[config.mk]
export PLATFORM = sky130hd
export DESIGN_NAME = uart_memory_client_flat
export DESIGN_NICKNAME = d
export VERILOG_FILES = /design/src/rtl/uart_memory_client_pkg.sv /design/src/rtl/uart_memory_client_if.sv /design/src/rtl/uart_byte_issuer.sv /design/src/rtl/uart_memory_client.sv /design/src/flat_wrapper.sv
export SDC_FILE = /design/constraint.sdc
export NUM_CORES = 1
export LEC_CHECK = 0
export ABC_AREA = 1
export CAP_MARGIN = 20
export CORE_ASPECT_RATIO = 0.7
export CORE_MARGIN = 3
export CORE_UTILIZATION = 35
export CTS_BUF_LIST = sky130_fd_sc_hd__clkbuf_8
export DETAILED_ROUTE_END_ITERATION = 8
export PLACE_DENSITY = 0.72
export SLEW_MARGIN = 0
export SYNTH_ARGS = -nofsm -noshare
export SYNTH_HDL_FRONTEND = slang
export SYNTH_SLANG_ARGS = --single-unit
[constraint.sdc]
create_clock -name clk -period 1.8 [get_ports clk]
set_clock_uncertainty 0.15 [all_clocks]
set_input_delay 0.27 -clock clk [delete_from_list [all_inputs] [get_ports clk]]
set_output_delay 0.27 -clock clk [all_outputs]
set_load 0.05 [all_outputs]
[src/rtl/uart_memory_client_pkg.sv]
// Shared definitions for the UART memory protocol initiator: command codes,
// FSM state encoding and the latched request record.
package uart_memory_pkg;

    // Command codes understood by the remote memory controller.
    localparam logic [7:0] COMMAND_READ  = 8'h01;
    localparam logic [7:0] COMMAND_WRITE = 8'h02;

    typedef enum logic [2:0] {
        ST_IDLE,
        ST_SEND_CMD,
        ST_SEND_COUNT,
        ST_SEND_ADDR_HI,
        ST_SEND_ADDR_LO,
        ST_SEND_DATA,
        ST_WAIT_RESP
    } state_e;

    typedef struct packed {
        logic        write;
        logic [15:0] addr;
        logic [7:0]  count;
    } request_t;

    function automatic logic [7:0] command_byte(input logic write);
        return write ? COMMAND_WRITE : COMMAND_READ;
    endfunction

endpackage

[src/rtl/uart_memory_client_if.sv]
// Request, write-data, read-result and UART-side signals of uart_memory_client.
// The client itself uses the slave view; test logic plus the UART use master.
interface uart_memory_client_if;
    logic        req_valid;
    logic        req_ready;
    logic        req_write;
    logic [15:0] req_addr;
    logic [7:0]  req_count;
    logic        wr_valid;
    logic        wr_ready;
    logic [7:0]  wr_data;
    logic        rd_valid;
    logic [7:0]  rd_data;
    logic        rd_error;
    logic        transmit;
    logic [7:0]  tx_byte;
    logic        is_transmitting;
    logic        received;
    logic [7:0]  rx_byte;

    modport slave (
        input  req_valid, req_write, req_addr, req_count,
        input  wr_valid, wr_data,
        input  is_transmitting, received, rx_byte,
        output req_ready, wr_ready, rd_valid, rd_data, rd_error,
        output transmit, tx_byte
    );

    modport master (
        output req_valid, req_write, req_addr, req_count,
        output wr_valid, wr_data,
        output is_transmitting, received, rx_byte,
        input  req_ready, wr_ready, rd_valid, rd_data, rd_error,
        input  transmit, tx_byte
    );
endinterface

[src/rtl/uart_byte_issuer.sv]
// Registers the one-cycle transmit pulse and its byte, and reports when the UART
// transmitter may take another byte.
module uart_byte_issuer (
    input  logic       clk,
    input  logic       rst_n,
    input  logic       issue_i,
    input  logic [7:0] byte_i,
    input  logic       is_transmitting_i,
    output logic       free_o,
    output logic       transmit_o,
    output logic [7:0] tx_byte_o
);
    logic       transmit_q;
    logic [7:0] tx_byte_q;

    // NOTE: sequential state uses non-blocking assignments so every register
    // samples pre-edge values regardless of process ordering.
    always_ff @(posedge clk or negedge rst_n) begin
        if (!rst_n) begin
            transmit_q <= 1'b0;
            tx_byte_q  <= 8'h00;
        end else begin
            transmit_q <= issue_i;
            if (issue_i) begin
                tx_byte_q <= byte_i;
            end
        end
    end

    // The pulse register doubles as the guard: the UART raises its busy flag a
    // cycle after seeing the pulse, so that cycle must not count as free.
    assign free_o     = !is_transmitting_i && !transmit_q;
    assign transmit_o = transmit_q;
    assign tx_byte_o  = tx_byte_q;

endmodule

[src/rtl/uart_memory_client.sv]
// Host-side initiator for the UART memory protocol: serialises read/write requests
// into command, count, address and data bytes. Optional macro: RESPONSE_TIMEOUT_EN.
module uart_memory_client
    import uart_memory_pkg::*;
#(
    parameter int unsigned TIMEOUT_CYCLES = 100000
) (
    input  logic                clk,
    input  logic                rst_n,
    uart_memory_client_if.slave bus
);
    state_e     state_q, state_d;
    request_t   req_q, req_d;
    logic       rd_valid_q, rd_valid_d;
    logic [7:0] rd_data_q, rd_data_d;
    logic       rd_error_q;
    logic       timer_expired;
    logic       issue;
    logic [7:0] issue_byte;
    logic       tx_free;
    logic       wr_ready_c;

    uart_byte_issuer u_issuer (
        .clk              (clk),
        .rst_n            (rst_n),
        .issue_i          (issue),
        .byte_i           (issue_byte),
        .is_transmitting_i(bus.is_transmitting),
        .free_o           (tx_free),
        .transmit_o       (bus.transmit),
        .tx_byte_o        (bus.tx_byte)
    );

`ifdef RESPONSE_TIMEOUT_EN
    localparam int unsigned TimerW = (TIMEOUT_CYCLES > 1) ? $clog2(TIMEOUT_CYCLES) : 1;

    logic [TimerW-1:0] timer_q, timer_d;
    logic              rd_error_d;

    // Counts completed WAIT_RESP cycles; expiry is judged on the last one.
    assign timer_expired = (timer_q == TimerW'(TIMEOUT_CYCLES - 1));

    always_comb begin
        timer_d = '0;
        if (state_q == ST_WAIT_RESP && !timer_expired) begin
            timer_d = timer_q + TimerW'(1);
        end
    end

    // A response arriving on the expiry cycle takes priority over the error.
    assign rd_error_d = (state_q == ST_WAIT_RESP) && !bus.received && timer_expired;

    always_ff @(posedge clk or negedge rst_n) begin
        if (!rst_n) begin
            timer_q    <= '0;
            rd_error_q <= 1'b0;
        end else begin
            timer_q    <= timer_d;
            rd_error_q <= rd_error_d;
        end
    end
`else
    assign timer_expired = 1'b0;
    assign rd_error_q    = 1'b0;
`endif

    always_ff @(posedge clk or negedge rst_n) begin
        if (!rst_n) begin
            state_q    <= ST_IDLE;
            req_q      <= '0;
            rd_valid_q <= 1'b0;
            rd_data_q  <= 8'h00;
        end else begin
            state_q    <= state_d;
            req_q      <= req_d;
            rd_valid_q <= rd_valid_d;
            rd_data_q  <= rd_data_d;
        end
    end

    always_comb begin
        // NOTE: every signal written here gets a default first, so no path
        // through the case statement can infer a latch.
        state_d    = state_q;
        req_d      = req_q;
        rd_valid_d = 1'b0;
        rd_data_d  = rd_data_q;
        issue      = 1'b0;
        issue_byte = 8'h00;
        wr_ready_c = 1'b0;

        case (state_q)
            ST_IDLE: begin
                if (bus.req_valid) begin
                    req_d.write = bus.req_write;
                    req_d.addr  = bus.req_addr;
                    req_d.count = (bus.req_count == 8'd0) ? 8'd1 : bus.req_count;
                    state_d     = ST_SEND_CMD;
                end
            end
            ST_SEND_CMD: begin
                if (tx_free) begin
                    issue      = 1'b1;
                    issue_byte = command_byte(req_q.write);
                    state_d    = ST_SEND_COUNT;
                end
            end
            ST_SEND_COUNT: begin
                if (tx_free) begin
                    issue      = 1'b1;
                    issue_byte = req_q.write ? req_q.count : 8'd1;
                    state_d    = ST_SEND_ADDR_HI;
                end
            end
            ST_SEND_ADDR_HI: begin
                if (tx_free) begin
                    issue      = 1'b1;
                    issue_byte = req_q.addr[15:8];
                    state_d    = ST_SEND_ADDR_LO;
                end
            end
            ST_SEND_ADDR_LO: begin
                if (tx_free) begin
                    issue      = 1'b1;
                    issue_byte = req_q.addr[7:0];
                    state_d    = req_q.write ? ST_SEND_DATA : ST_WAIT_RESP;
                end
            end
            ST_SEND_DATA: begin
                wr_ready_c = tx_free;
                if (tx_free && bus.wr_valid) begin
                    issue       = 1'b1;
                    issue_byte  = bus.wr_data;
                    req_d.count = req_q.count - 8'd1;
                    if (req_q.count == 8'd1) begin
                        state_d = ST_IDLE;
                    end
                end
            end
            ST_WAIT_RESP: begin
                if (bus.received) begin
                    rd_valid_d = 1'b1;
                    rd_data_d  = bus.rx_byte;
                    state_d    = ST_IDLE;
                end else if (timer_expired) begin
                    state_d = ST_IDLE;
                end
            end
            default: begin
                state_d = ST_IDLE;
            end
        endcase
    end

    assign bus.req_ready = (state_q == ST_IDLE);
    assign bus.wr_ready  = wr_ready_c;
    assign bus.rd_valid  = rd_valid_q;
    assign bus.rd_data   = rd_data_q;
    assign bus.rd_error  = rd_error_q;

endmodule

[src/flat_wrapper.sv]
// flat-port wrapper written by rule: the top's interface ports become plain ports
module uart_memory_client_flat import uart_memory_pkg::*;
#(
    parameter int unsigned TIMEOUT_CYCLES = 100000
)
  (clk, rst_n, bus_req_valid, bus_req_write, bus_req_addr, bus_req_count, bus_wr_valid, bus_wr_data, bus_is_transmitting, bus_received, bus_rx_byte, bus_req_ready, bus_wr_ready, bus_rd_valid, bus_rd_data, bus_rd_error, bus_transmit, bus_tx_byte);
  uart_memory_client_if bus_i ();
  input  logic clk;
  input  logic rst_n;
  input wire logic [$bits(bus_i.req_valid)-1:0] bus_req_valid;
  input wire logic [$bits(bus_i.req_write)-1:0] bus_req_write;
  input wire logic [$bits(bus_i.req_addr)-1:0] bus_req_addr;
  input wire logic [$bits(bus_i.req_count)-1:0] bus_req_count;
  input wire logic [$bits(bus_i.wr_valid)-1:0] bus_wr_valid;
  input wire logic [$bits(bus_i.wr_data)-1:0] bus_wr_data;
  input wire logic [$bits(bus_i.is_transmitting)-1:0] bus_is_transmitting;
  input wire logic [$bits(bus_i.received)-1:0] bus_received;
  input wire logic [$bits(bus_i.rx_byte)-1:0] bus_rx_byte;
  output wire logic [$bits(bus_i.req_ready)-1:0] bus_req_ready;
  output wire logic [$bits(bus_i.wr_ready)-1:0] bus_wr_ready;
  output wire logic [$bits(bus_i.rd_valid)-1:0] bus_rd_valid;
  output wire logic [$bits(bus_i.rd_data)-1:0] bus_rd_data;
  output wire logic [$bits(bus_i.rd_error)-1:0] bus_rd_error;
  output wire logic [$bits(bus_i.transmit)-1:0] bus_transmit;
  output wire logic [$bits(bus_i.tx_byte)-1:0] bus_tx_byte;
  assign bus_i.req_valid = bus_req_valid;
  assign bus_i.req_write = bus_req_write;
  assign bus_i.req_addr = bus_req_addr;
  assign bus_i.req_count = bus_req_count;
  assign bus_i.wr_valid = bus_wr_valid;
  assign bus_i.wr_data = bus_wr_data;
  assign bus_i.is_transmitting = bus_is_transmitting;
  assign bus_i.received = bus_received;
  assign bus_i.rx_byte = bus_rx_byte;
  assign bus_req_ready = bus_i.req_ready;
  assign bus_wr_ready = bus_i.wr_ready;
  assign bus_rd_valid = bus_i.rd_valid;
  assign bus_rd_data = bus_i.rd_data;
  assign bus_rd_error = bus_i.rd_error;
  assign bus_transmit = bus_i.transmit;
  assign bus_tx_byte = bus_i.tx_byte;
  uart_memory_client #(.TIMEOUT_CYCLES(TIMEOUT_CYCLES)) u_core (.clk(clk), .rst_n(rst_n), .bus(bus_i));
endmodule
==> run summary <==
Status = finished clean
Xor/xnor share of the synthesized area = 0
Post-synthesis adder-cell area fraction = 0.009911
Max VDD drop = 1042 uV
Cell Pwr Density = 1609 nW/um2
Routed vias/inst = 4.769
Post-synthesis compound-gate area fraction = 0.07978
Fill cells = 646
Max cap viols = 0
Netlist cell types = 31
Final ANT Viol Nets = 0
GR Util All Layers = 0.1648
Largest family of logic cells by synthesized area = simple AND/OR/NAND/NOR gates
Initial antenna violation count = 0
Tcrit/Tclk final = 0.9680
DP HPWL = 5115 um
Yosys warnings = 0
DP Area = 3385 um2
Cell Area, Synth = 2525 um2
Setup TNS = 0 ns
Core area = 6882 um2
Worst skew pair latency = 0.29 ns
FF+latch area = 1154 um2
CTS Root Cell = clkbuf_8
Crit end category = output port
CTS sink count = 46
Global-route wire length before repair = 11030 um
Sw Ratio = 0.4544
# DRC = 0
Yosys top cell area share = 0.4559
RSZ-0062 raised after global routing = yes
Placement Rows = 25
Fin cells = 494
CTS tree = done
Synth Area in Simple Gates = 0.3112
DRT Pass-1 Iters = 4
Initial core utilization = 0.3669
Mux cell area share after synthesis = 0.06095
Number of flops mapped to enable cells by yosys = 0
Final instance area = 3535 um2
Crit path max fanout = 4
Iteration-0 DRC Markers = 84
Hold Crit Class = input pin to async pin
Clock network power share = 0.135
# IOs = 68
Commonest cells post-synth = nand2_1, dfrtp_1, nand3_1
FMAX = 574.0 MHz
Vias in the first global route = 2358
Comb pwr share = 0.533
Reg power frac = 0.331
Data required time of the critical path = 1.38 ns
Reg-to-reg setup timing slack = 0.11 ns
Slew Viols, Final = 0
Fin nets = 448
H-tree Lvls = 2
Fraction of registers with async set/reset = 1.000
Max clock buf depth = 2
Port bufs = 66
Syn Nets = 364
#FFs+latches synth = 46
Final Hold Viols = 0
Biggest area consumer among synthesized cells = dfrtp_1
Area delta synth->final = 39.99%
Seq/Total Area, Yosys = 0.4559
Largest net degree at the start of global routing = 24
# setup viols final = 0
Final weighted congestion in routability-driven placement = 0.9361
Via count = 2356
GRT overflow = 0
Clock-pin slew on the worst setup and hold paths = 0.09 ns
Wire per inst = 13.46 um
P_sw = 2584 uW
Utilization after layout = 0.5136
Most common cell in the synthesized netlist = nand2_1
Worst reg2reg path depth = 6
Post-layout min period = 1.742 ns
WHS = 0.3172 ns
Startpoint Class = register
Ys flop type = dfrtp_1
LEAKAGE = 0.001808 uW
Syn_area_per_cell = 8.016 um2
CP Class = register to output port
Placed cell count = 483
Die height = 77.06 um
Number of buffers created by CTS = 5
Synth top area cells = dfrtp_1, nand2_1, nand3_1, inv_1, nor2_1
DIE WIDTH = 107.5 um
Die footprint = 8285 um2
ANT cells = 0
WP data arrival = 1.32 ns
Cells after synthesis = 315
Share of cells above drive strength 1 = 0.2050
Cell-internal power = 3102 uW
WL final = 6649 um
Multi-input gate area = 1190 um2
[layout make-up]
cell class,count,share of cell area
Multi-Input combinational cell,224,0.3366
Sequential cell,46,0.3264
Timing Repair Buffer,84,0.2315
Inverter,38,0.04106
Tap cell,94,0.03327
Clock buffer,5,0.01947
Clock inverter,3,0.01168
[timing repair]
item,in CTS,in global routing
endpoints found under the setup margin,1,3
hold buffers,1,0
pin swaps,1,0
gates resized for setup,3,3
buffers inserted,1,1
gates cloned,0,0
hold endpoints to repair,17,0
[worst max-delay path, stage by stage (launching register included)]
cell and delay, ns:
dfrtp_1 0.40, inv_2 0.11, nand2_4 0.08, nor2_8 0.12
inv_2 0.07, nor2_4 0.10, buf_12 0.14
[stage by stage]
stage / setup WS [ns] / total power (uW)
3_3_place_gp: 0.008551 / 4794
6_report: 0.05769 / 5687
2_1_floorplan: 0.004372 / 3889
5_1_grt: -0.008866 / 6093
4_1_cts: 0.02588 / 5679
3_5_place_dp: -0.04349 / 4877
[path summary, 6_finish.rpt]
| check | startpoint | end |
|---|---|---|
| min in group clk | u_core.bus.rd_data[6] | u_core.bus.rd_data[6] |
| min reg2reg | u_core.bus.rd_data[6] | u_core.bus.rd_data[6] |
| min | rst_n | u_core.bus.rd_data[2] |
| max reg2reg | u_core.state_q[0] | u_core.req_q[13] |
| max in group asynchronous | rst_n | u_core.u_issuer.tx_byte_o[3] |
| max | u_core.state_q[1] | bus_wr_ready |
[power groups by stage]
stage	logic, uW	registers, uW	clock network (uW)
floorplan	1510	2380	0
global placement	2930	1870	0
detailed placement	2990	1880	0
CTS	3020	1880	784
global route	3320	1950	826
finish	3030	1890	768
[cell families (layout without fill, tap and decap cells)]
family                   Yosys count  after routing
AND/OR/NAND/NOR                  177            177
flip-flops                        46             46
buffers and inverters             45            130
AO/OA/AOI/OAI                     33             33
multiplexers                      11             11
adder cells (fa/ha/maj)            2              2
other                              1              1
[per-layer routing]
layer | GRT usage | wire, um | vias up
li1 | - | - | 1174
met1 | 0.2392 | 3216 | 1093
met2 | 0.2438 | 2890 | 81
met3 | 0.04626 | 474 | 8
met4 | 0.03783 | 68 | 0
met5 | 0 | 0 | -
[cell usage in the layout (no fill, tap or decap), types with 4 or more instances in the layout]
master            n
nor2_1           32
dfrtp_1          44
mux2_4            8
inv_1            33
clkbuf_8          5
nand3_1          37
inv_2             4
a21oi_1          13
nand2_2           6
buf_12            6
o21ai_0          12
clkdlybuf4s50_1  45
nand2_1          86
buf_4            31
[flip-flops by register name, indices dropped and copies added, names as in the netlist]
name,flops
u_core.bus.rd_valid,1
u_core.state_q,3
u_core.u_issuer.tx_byte_o,8
u_core.req_q,25
u_core.bus.rd_data,8
u_core.u_issuer.transmit_o,1
Note: power is estimated with default switching activity, not from simulation.
